**src/rtl/alu_cmd_sequencer.sv**
```systemverilog
// Collects an A/B/opcode frame from the UART receiver, drives the ALU and hands the result to the transmitter.
// Build option: define ALU_SEQ_TIMEOUT_EN to compile in the inter-byte timeout that abandons partial frames.
module alu_cmd_sequencer #(
    parameter int unsigned NB_DATA        = 8,
    parameter int unsigned NB_OP          = 6,
    parameter int unsigned NB_TMO         = 16,
    parameter int unsigned TIMEOUT_CYCLES = 50000
) (
    input  logic               CLOCK,
    input  logic               RESET_N,
    input  logic [NB_DATA-1:0] i_rx_data,
    input  logic               i_rx_done,
    output logic [NB_DATA-1:0] o_alu_a,
    output logic [NB_DATA-1:0] o_alu_b,
    output logic [NB_OP-1:0]   o_alu_op,
    input  logic [NB_DATA-1:0] i_alu_result,
    output logic [NB_DATA-1:0] o_tx_data,
    output logic               o_tx_start,
    input  logic               i_tx_done,
    output logic               o_busy,
    output logic               o_overrun,
    output logic               o_timeout
);

    typedef enum logic [2:0] {
        ST_WAIT_A,
        ST_WAIT_B,
        ST_WAIT_OP,
        ST_EXEC,
        ST_SEND,
        ST_WAIT_TX
    } state_t;

    // Elaboration-time guard on the timeout configuration
    if (TIMEOUT_CYCLES < 2 || 64'(TIMEOUT_CYCLES) >= (64'(1) << NB_TMO)) begin : g_bad_cfg
        $error("alu_cmd_sequencer: TIMEOUT_CYCLES out of range for NB_TMO");
    end

    state_t             state_q, state_d;
    logic [NB_DATA-1:0] alu_a_q, alu_a_d;
    logic [NB_DATA-1:0] alu_b_q, alu_b_d;
    logic [NB_OP-1:0]   alu_op_q, alu_op_d;
    logic [NB_DATA-1:0] tx_data_q, tx_data_d;
    logic               tx_start_q, tx_start_d;
    logic               busy_q, busy_d;
    logic               overrun_q, overrun_d;

`ifdef ALU_SEQ_TIMEOUT_EN
    localparam logic [NB_TMO-1:0] TMO_LAST = NB_TMO'(TIMEOUT_CYCLES - 1);
    logic [NB_TMO-1:0] tmo_cnt_q, tmo_cnt_d;
    logic              timeout_q, timeout_d;
`endif

    // Next-state and registered-output logic
    always_comb begin
        state_d    = state_q;
        alu_a_d    = alu_a_q;
        alu_b_d    = alu_b_q;
        alu_op_d   = alu_op_q;
        tx_data_d  = tx_data_q;
        tx_start_d = 1'b0;
        overrun_d  = 1'b0;
`ifdef ALU_SEQ_TIMEOUT_EN
        tmo_cnt_d  = '0;
        timeout_d  = 1'b0;
`endif
        case (state_q)
            ST_WAIT_A: if (i_rx_done) begin
                alu_a_d = i_rx_data;
                state_d = ST_WAIT_B;
            end
            ST_WAIT_B: if (i_rx_done) begin
                alu_b_d = i_rx_data;
                state_d = ST_WAIT_OP;
            end
            ST_WAIT_OP: if (i_rx_done) begin
                alu_op_d = i_rx_data[NB_OP-1:0];
                state_d  = ST_EXEC;
            end
            ST_EXEC: begin
                tx_data_d = i_alu_result;
                state_d   = ST_SEND;
            end
            ST_SEND: begin
                tx_start_d = 1'b1;
                state_d    = ST_WAIT_TX;
            end
            ST_WAIT_TX: if (i_tx_done) begin
                state_d = ST_WAIT_A;
            end
            default: state_d = ST_WAIT_A;
        endcase

        // Bytes arriving while a result is in flight are dropped
        if (i_rx_done && (state_q == ST_EXEC || state_q == ST_SEND || state_q == ST_WAIT_TX)) begin
            overrun_d = 1'b1;
        end

`ifdef ALU_SEQ_TIMEOUT_EN
        // A byte in the terminal-count cycle wins over the abandon
        if ((state_q == ST_WAIT_B || state_q == ST_WAIT_OP) && !i_rx_done) begin
            if (tmo_cnt_q == TMO_LAST) begin
                state_d   = ST_WAIT_A;
                timeout_d = 1'b1;
            end else begin
                tmo_cnt_d = tmo_cnt_q + NB_TMO'(1);
            end
        end
`endif

        busy_d = (state_d != ST_WAIT_A);
    end

    always_ff @(posedge CLOCK or negedge RESET_N) begin
        if (!RESET_N) begin
            state_q    <= ST_WAIT_A;
            alu_a_q    <= '0;
            alu_b_q    <= '0;
            alu_op_q   <= '0;
            tx_data_q  <= '0;
            tx_start_q <= 1'b0;
            busy_q     <= 1'b0;
            overrun_q  <= 1'b0;
        end else begin
            state_q    <= state_d;
            alu_a_q    <= alu_a_d;
            alu_b_q    <= alu_b_d;
            alu_op_q   <= alu_op_d;
            tx_data_q  <= tx_data_d;
            tx_start_q <= tx_start_d;
            busy_q     <= busy_d;
            overrun_q  <= overrun_d;
        end
    end

`ifdef ALU_SEQ_TIMEOUT_EN
    always_ff @(posedge CLOCK or negedge RESET_N) begin
        if (!RESET_N) begin
            tmo_cnt_q <= '0;
            timeout_q <= 1'b0;
        end else begin
            tmo_cnt_q <= tmo_cnt_d;
            timeout_q <= timeout_d;
        end
    end

    assign o_timeout = timeout_q;
`else
    assign o_timeout = 1'b0;
`endif

    assign o_alu_a    = alu_a_q;
    assign o_alu_b    = alu_b_q;
    assign o_alu_op   = alu_op_q;
    assign o_tx_data  = tx_data_q;
    assign o_tx_start = tx_start_q;
    assign o_busy     = busy_q;
    assign o_overrun  = overrun_q;

endmodule

```
**config.mk**
```make
export PLATFORM = sky130hd
export DESIGN_NAME = alu_cmd_sequencer
export DESIGN_NICKNAME = d
export VERILOG_FILES = /design/src/rtl/alu_cmd_sequencer.sv
export SDC_FILE = /design/constraint.sdc
export NUM_CORES = 1
export LEC_CHECK = 0
export CAP_MARGIN = 20
export CORE_MARGIN = 2
export CORE_UTILIZATION = 43
export DETAILED_ROUTE_END_ITERATION = 8
export PLACE_DENSITY = 0.87
export SLEW_MARGIN = 20
export SYNTH_ARGS = -nofsm -noshare
export SYNTH_HDL_FRONTEND = slang
export SYNTH_SLANG_ARGS = --single-unit
```
**constraint.sdc**
```tcl
create_clock -name CLOCK -period 1.8 [get_ports CLOCK]
set_clock_uncertainty 0.15 [all_clocks]
set_input_delay 0.18 -clock CLOCK [delete_from_list [all_inputs] [get_ports CLOCK]]
set_output_delay 0.18 -clock CLOCK [all_outputs]
set_load 0.02 [all_outputs]
```
==> flow_summary.yaml <==
sta:
  fmaxAchievable_mhz: 594.6
  report.final.hold_viol_count: 0
  grt_setup_unrepaired: "no"
  setup_tns_after_final_layout_ns: 0
  timing.final.setup_violations: 0
  finalCriticalPeriod_ns: 1.682
  final.period_utilization: 0.9343
  drv_slew: 0
clock_tree:
  post-cts-setup-buffers: 0
  clock_tree.root_cell: "clkbuf_4"
  tritoncts: "built"
  htree_levels: 2
  clk_pin_slew_worst_paths_ns: 0.11
  cts_made_buffers: 5
  clkSinkCount: 36
  cts.hold.buffers_added: 0
  clock_insertion_delay_worst_skew_ns: 0.33
  clockBufferDepth: 2
  cts.repair.resized: 0
layout:
  syn_to_final_growth_pct: 44.20
  finalInstanceArea_mm2: 0.002086
  most_common_library_cell_in_the_layout_ignoring_fill_and_taps: "clkdlybuf4s50_1"
  post_route_cells_drive_above_1_share: 0.3000
  most-common-layout-cells: "clkdlybuf4s50_1 (52), dfrtp_1 (36), mux2_2 (30), clkbuf_4 (5), buf_4 (4)"
  sequential_cell_area_um2: 900.9
  final_nets: 169
  final.fill_count: 259
  area_occupied_by_multi_input_gates_um2: 496.7
  diodes: 0
floorplanning:
  floorplan.io_pins: 54
  placement_rows: 21
  die_width_um: 62.00
  fp.dieArea_mm2: 0.003843
  start_util: 0.4404
  die_height_um: 62.00
  floorplan.core_area_mm2: 0.003284
critical_path:
  crit_type: "reg -> reg"
  timing.critical_path.to_type: "flip-flop"
  critPathLaunchType: "flip-flop"
  critPathRequiredTime_ns: 1.88
  critical_path_arrival_ns: 1.76
  cp_max_fo: 13
  critPathLaunch: "state_q[2]$_DFF_PN0_"
  r2r_start: "state_q[2]$_DFF_PN0_"
yosys:
  synth.distinct_cells: 20
  postSynthCellCount: 92
  netlist_area_mm2: 0.001446
  postSynthRegisterBits: 36
  ys_seq_area_frac: 0.6228
  postSynthAreaPerCell_um2: 15.72
  synth_warnings: 0
  synth-main-ff-cell: "dfrtp_1"
  postSynth.asyncResetShare: 1.000
  synth-edff-count: 0
  synthesis.nets: 112
placed_design:
  dp.final_hpwl_um: 2200
  number_of_buffer_cells_added_on_primary_ports: 52
  gp_routability_congestion: 0.7397
  dp_area_mm2: 0.002009
job:
  timing.max_cap.violations: 0
drt:
  dr_total_vias: 955
  routed_via_density: 4.872
  first_pass_iters: 4
  wl_cell_um: 15.12
  ant_nets: 0
  route.final.wire_length_um: 2963
  route.detailed.drc: 0
  drtIter0Drc: 25
global_routing:
  grt_start_max_net_pins: 37
  grt_antenna_before_repair: 0
  grt_usage: 0.1777
  grt_pass1_wl_um: 4643
  globalRoute.totalOverflow: 0
  via_count_of_the_first_global_routing_pass: 972
power_and_ir_drop:
  vdd_drop_max_uv: 1095
  power.leakage_nw: 0.8665
  power_density_mw_per_mm2: 1958
outcome:
  outcome: "completed"
worst_hold_path:
  timing.hold.worst.class: "in -> async"
final timing paths:
path                                             to  slack [ns]  cells after the start
setup reg to reg             o_alu_b[1]$_DFFE_PN0P_        0.12                      2
min in group CLOCK         o_tx_data[0]$_DFFE_PN0P_        0.31                      2
hold reg to reg            o_tx_data[4]$_DFFE_PN0P_        0.36                      1
max in group asynchronous  o_tx_data[3]$_DFFE_PN0P_        1.09                      2
hold / removal               o_alu_a[1]$_DFFE_PN0P_         0.1                      2
setup / recovery             o_alu_b[1]$_DFFE_PN0P_        0.12                      2
synth_stat cells, types with 2 or more instances:
cell      count  share of area
dfrtp_1      36           0.62
nor3b_1       3          0.016
and4bb_2      2          0.017
mux2_2       30           0.23
nand2b_1      2         0.0086
buf_2         3          0.010
a21oi_1       2         0.0069
buf_6         2          0.016
metal layers:
metal	track usage	vias to the layer above	routed length, um
met1	0.1900	472	1145
met2	0.2932	35	1551
met3	0.03934	11	141
li1	-	437	-
met4	0.1550	0	123
met5	0	-	0
state kept, by name (all words and copies together), names as in the netlist:
name,count
state_q,3
o_busy,1
o_tx_start,1
o_alu_op,6
o_alu_a,8
o_overrun,1
o_tx_data,8
o_alu_b,8
final cells by class:
type,count,share of cell area
clock buffer,6,0.01980
timing repair buffer,56,0.2639
sequential,36,0.4319
inverter,1,0.001800
tap,46,0.02759
multi-input combinational,49,0.2382
clock inverter,2,0.01680
where the power goes:
part | internal [mW] | total, mW | switching (mW)
sequential | 1.21 | 1.49 | 0.277
clock | 0.291 | 0.549 | 0.258
combinational | 1.14 | 2.04 | 0.909
total | 2.64 | 4.08 | 1.44
critical path: stages (launching register included):
cell	delay, ns
dfrtp_1	0.53
and4bb_2	0.53
mux2_2	0.37
metrics by stage:
step,utilization,power [mW],setup slack [ns],std cells,hold WS (ns)
2_1_floorplan,-,2.634,0.1925,92,-0.2656
3_3_place_gp,0.6118,3.481,0.07390,188,0.3385
3_5_place_dp,0.6118,3.576,0.03673,188,0.3449
4_1_cts,0.6350,4.138,0.1082,196,0.1027
5_1_grt,0.6350,4.314,0.06166,196,0.1349
6_report,0.6350,4.083,0.1182,196,0.09846
cell families (layout without fill, tap and decap cells):
logic type      count (synthesis)  in the layout  share of synthesized area
flops                          36             36                     0.6228
simple gates                   13             13                    0.08651
mux                            30             30                     0.2336
buf+inv                         7             65                    0.03373
compound gates                  5              5                    0.02076
other cells                     1              1                   0.002593
(Power assumes the default switching activity.)
==> RTL change, RTL diff (config.mk and constraints unchanged) <==
Build with the macro `ALU_SEQ_TIMEOUT_EN` defined.
--- a/src/rtl/alu_cmd_sequencer.sv
+++ b/src/rtl/alu_cmd_sequencer.sv
@@ -1,5 +1,7 @@
 // Collects an A/B/opcode frame from the UART receiver, drives the ALU and hands the result to the transmitter.
 // Build option: define ALU_SEQ_TIMEOUT_EN to compile in the inter-byte timeout that abandons partial frames.
+`define ALU_SEQ_TIMEOUT_EN
+
 module alu_cmd_sequencer #(
     parameter int unsigned NB_DATA        = 8,
     parameter int unsigned NB_OP          = 6,
Formal check against the unedited RTL: no difference found for any inputs over 10 cycles, from zero or initial values and one cycle with RESET_N low; that may be too few to reach the edited logic, so the function may still have changed.
==> RTL change against the unedited design <==
The run now ends with negative setup slack left; worst setup slack lost 0.12 ns; sequential power grew 24%; power grew 17%; sequential share of layout area shrank 2.4 points; synthesized area grew 60%; sequential cell count grew 17; routed wire length grew 72%; cell area grew 56%.
==> RTL change: results <==
group,metric,value,unit
place,dpl_cell_area,0.00308,mm2
yosys,avgSynthCellArea,12.9,um2
yosys,muxShareOfSynthArea,14.6,%
routing,drt_iter0_drc,79,
routing,post_drt_wl_per_cell,15.5,um
routing,routed_wl,5.11,mm
final_layout,drive_gt1_share,33.2,%
power,p_leak,0.00132,uW
clocking,cts-root-buf,"clkbuf_8",
routing,route.met2.wl,2.68,mm
place,place_congestion,0.824,
power,p_comb_share,48.0,%
yosys,synth_adder_area_share,0.541,%
run_status,violations,"negative setup slack",
routing,wl_met1,2.13,mm
critical_path,arrival,1.86,ns
sta,finalSetupTns,-0.000887,ns
grt,grt_max_degree,54,
power,vdd_drop_max,0.855,mV
yosys,synthXorXnorAreaFrac,4.92,%
final_layout,nets,279,
power,p_clk,643,uW
run_status,outcome,"finished, violations left",
yosys,synth_compound_area_share,2.65,%
grt,gr-usage-met2,30.8,%
yosys,synth_nets,200,
place,portBuffers,53,
place,dp_hpwl,3.60,mm
hold_path,hold_path.class,"input pin to async pin",
final_layout,largest_reg_flops,16,
final_layout,num-fill-cells,401,
power,power_switching,1660,uW
grt,grt_use_met3,2.91,%
clocking,cts_setup_buffers,1,
critical_path,cpMaxStageDelayCell,"or4b_1",
critical_path,critPathMaxStageDelay,0.46,ns
routing,vias_per_cell,5.00,
grt,grt_pass1_wl,8.06,mm
yosys,synthTopCellsByArea,"dfrtp_1 57%, mux2_2 15%, xnor2_1 4.2%, nor2_2 2.2%, nor2_1 1.8%",
sta,timing.final.ws_setup,-0.000887,ns
grt,grt_use_total,17.1,%
critical_path,crit_family,"simple AND/OR/NAND/NOR gates",
routing,drtPass1Iterations,4,
clocking,path_clk_slew,0.09,ns
place,dpl.cell_count,318,
yosys,ys_seq_area_share,57.3,%
routing,wl_met3,180,um
yosys,synth_cell_types,36,
clocking,cts_hold_buffers,1,
critical_path,cp_max_fo,3,
place,dp_slack,-0.0328,ns
grt,grt_pass1_vias,1695,
grt,grt_util_met1,20.7,%
yosys,synthTopCellsByCount,"53 x dfrtp_1, 30 x mux2_2, 11 x nor2_1, 11 x xnor2_1, 8 x nor2_2",
clocking,insertion_delay,0.30,ns
sta,finalSetupViolCount,1,
-- RTL change: layout make-up --
type / count / area (um2) / share of cell area (%)
well taps: 70 / 87.6 / 2.69
repair buffers: 78 / 753 / 23.1
clock buffers: 7 / 76.3 / 2.34
inverters: 5 / 18.8 / 0.576
flip-flops and latches: 53 / 1330 / 40.7
clock inverters: 1 / 7.51 / 0.230
multi-input cells: 115 / 987 / 30.3
-- RTL change: path summary, 6_finish.rpt --
kind	from	to	slack [ns]	cells after the start
setup / recovery	tmo_cnt_q[0]	state_q[0]	-0.0009	5
hold / removal	RESET_N	o_alu_a[4]	0.25	3
setup reg to reg	tmo_cnt_q[0]	state_q[0]	-0.0009	5
hold reg to reg	o_tx_data[5]	o_tx_data[5]	0.36	1
max in group asynchronous	RESET_N	state_q[1]	1.01	3
min in group CLOCK	i_alu_result[1]	o_tx_data[1]	0.34	2
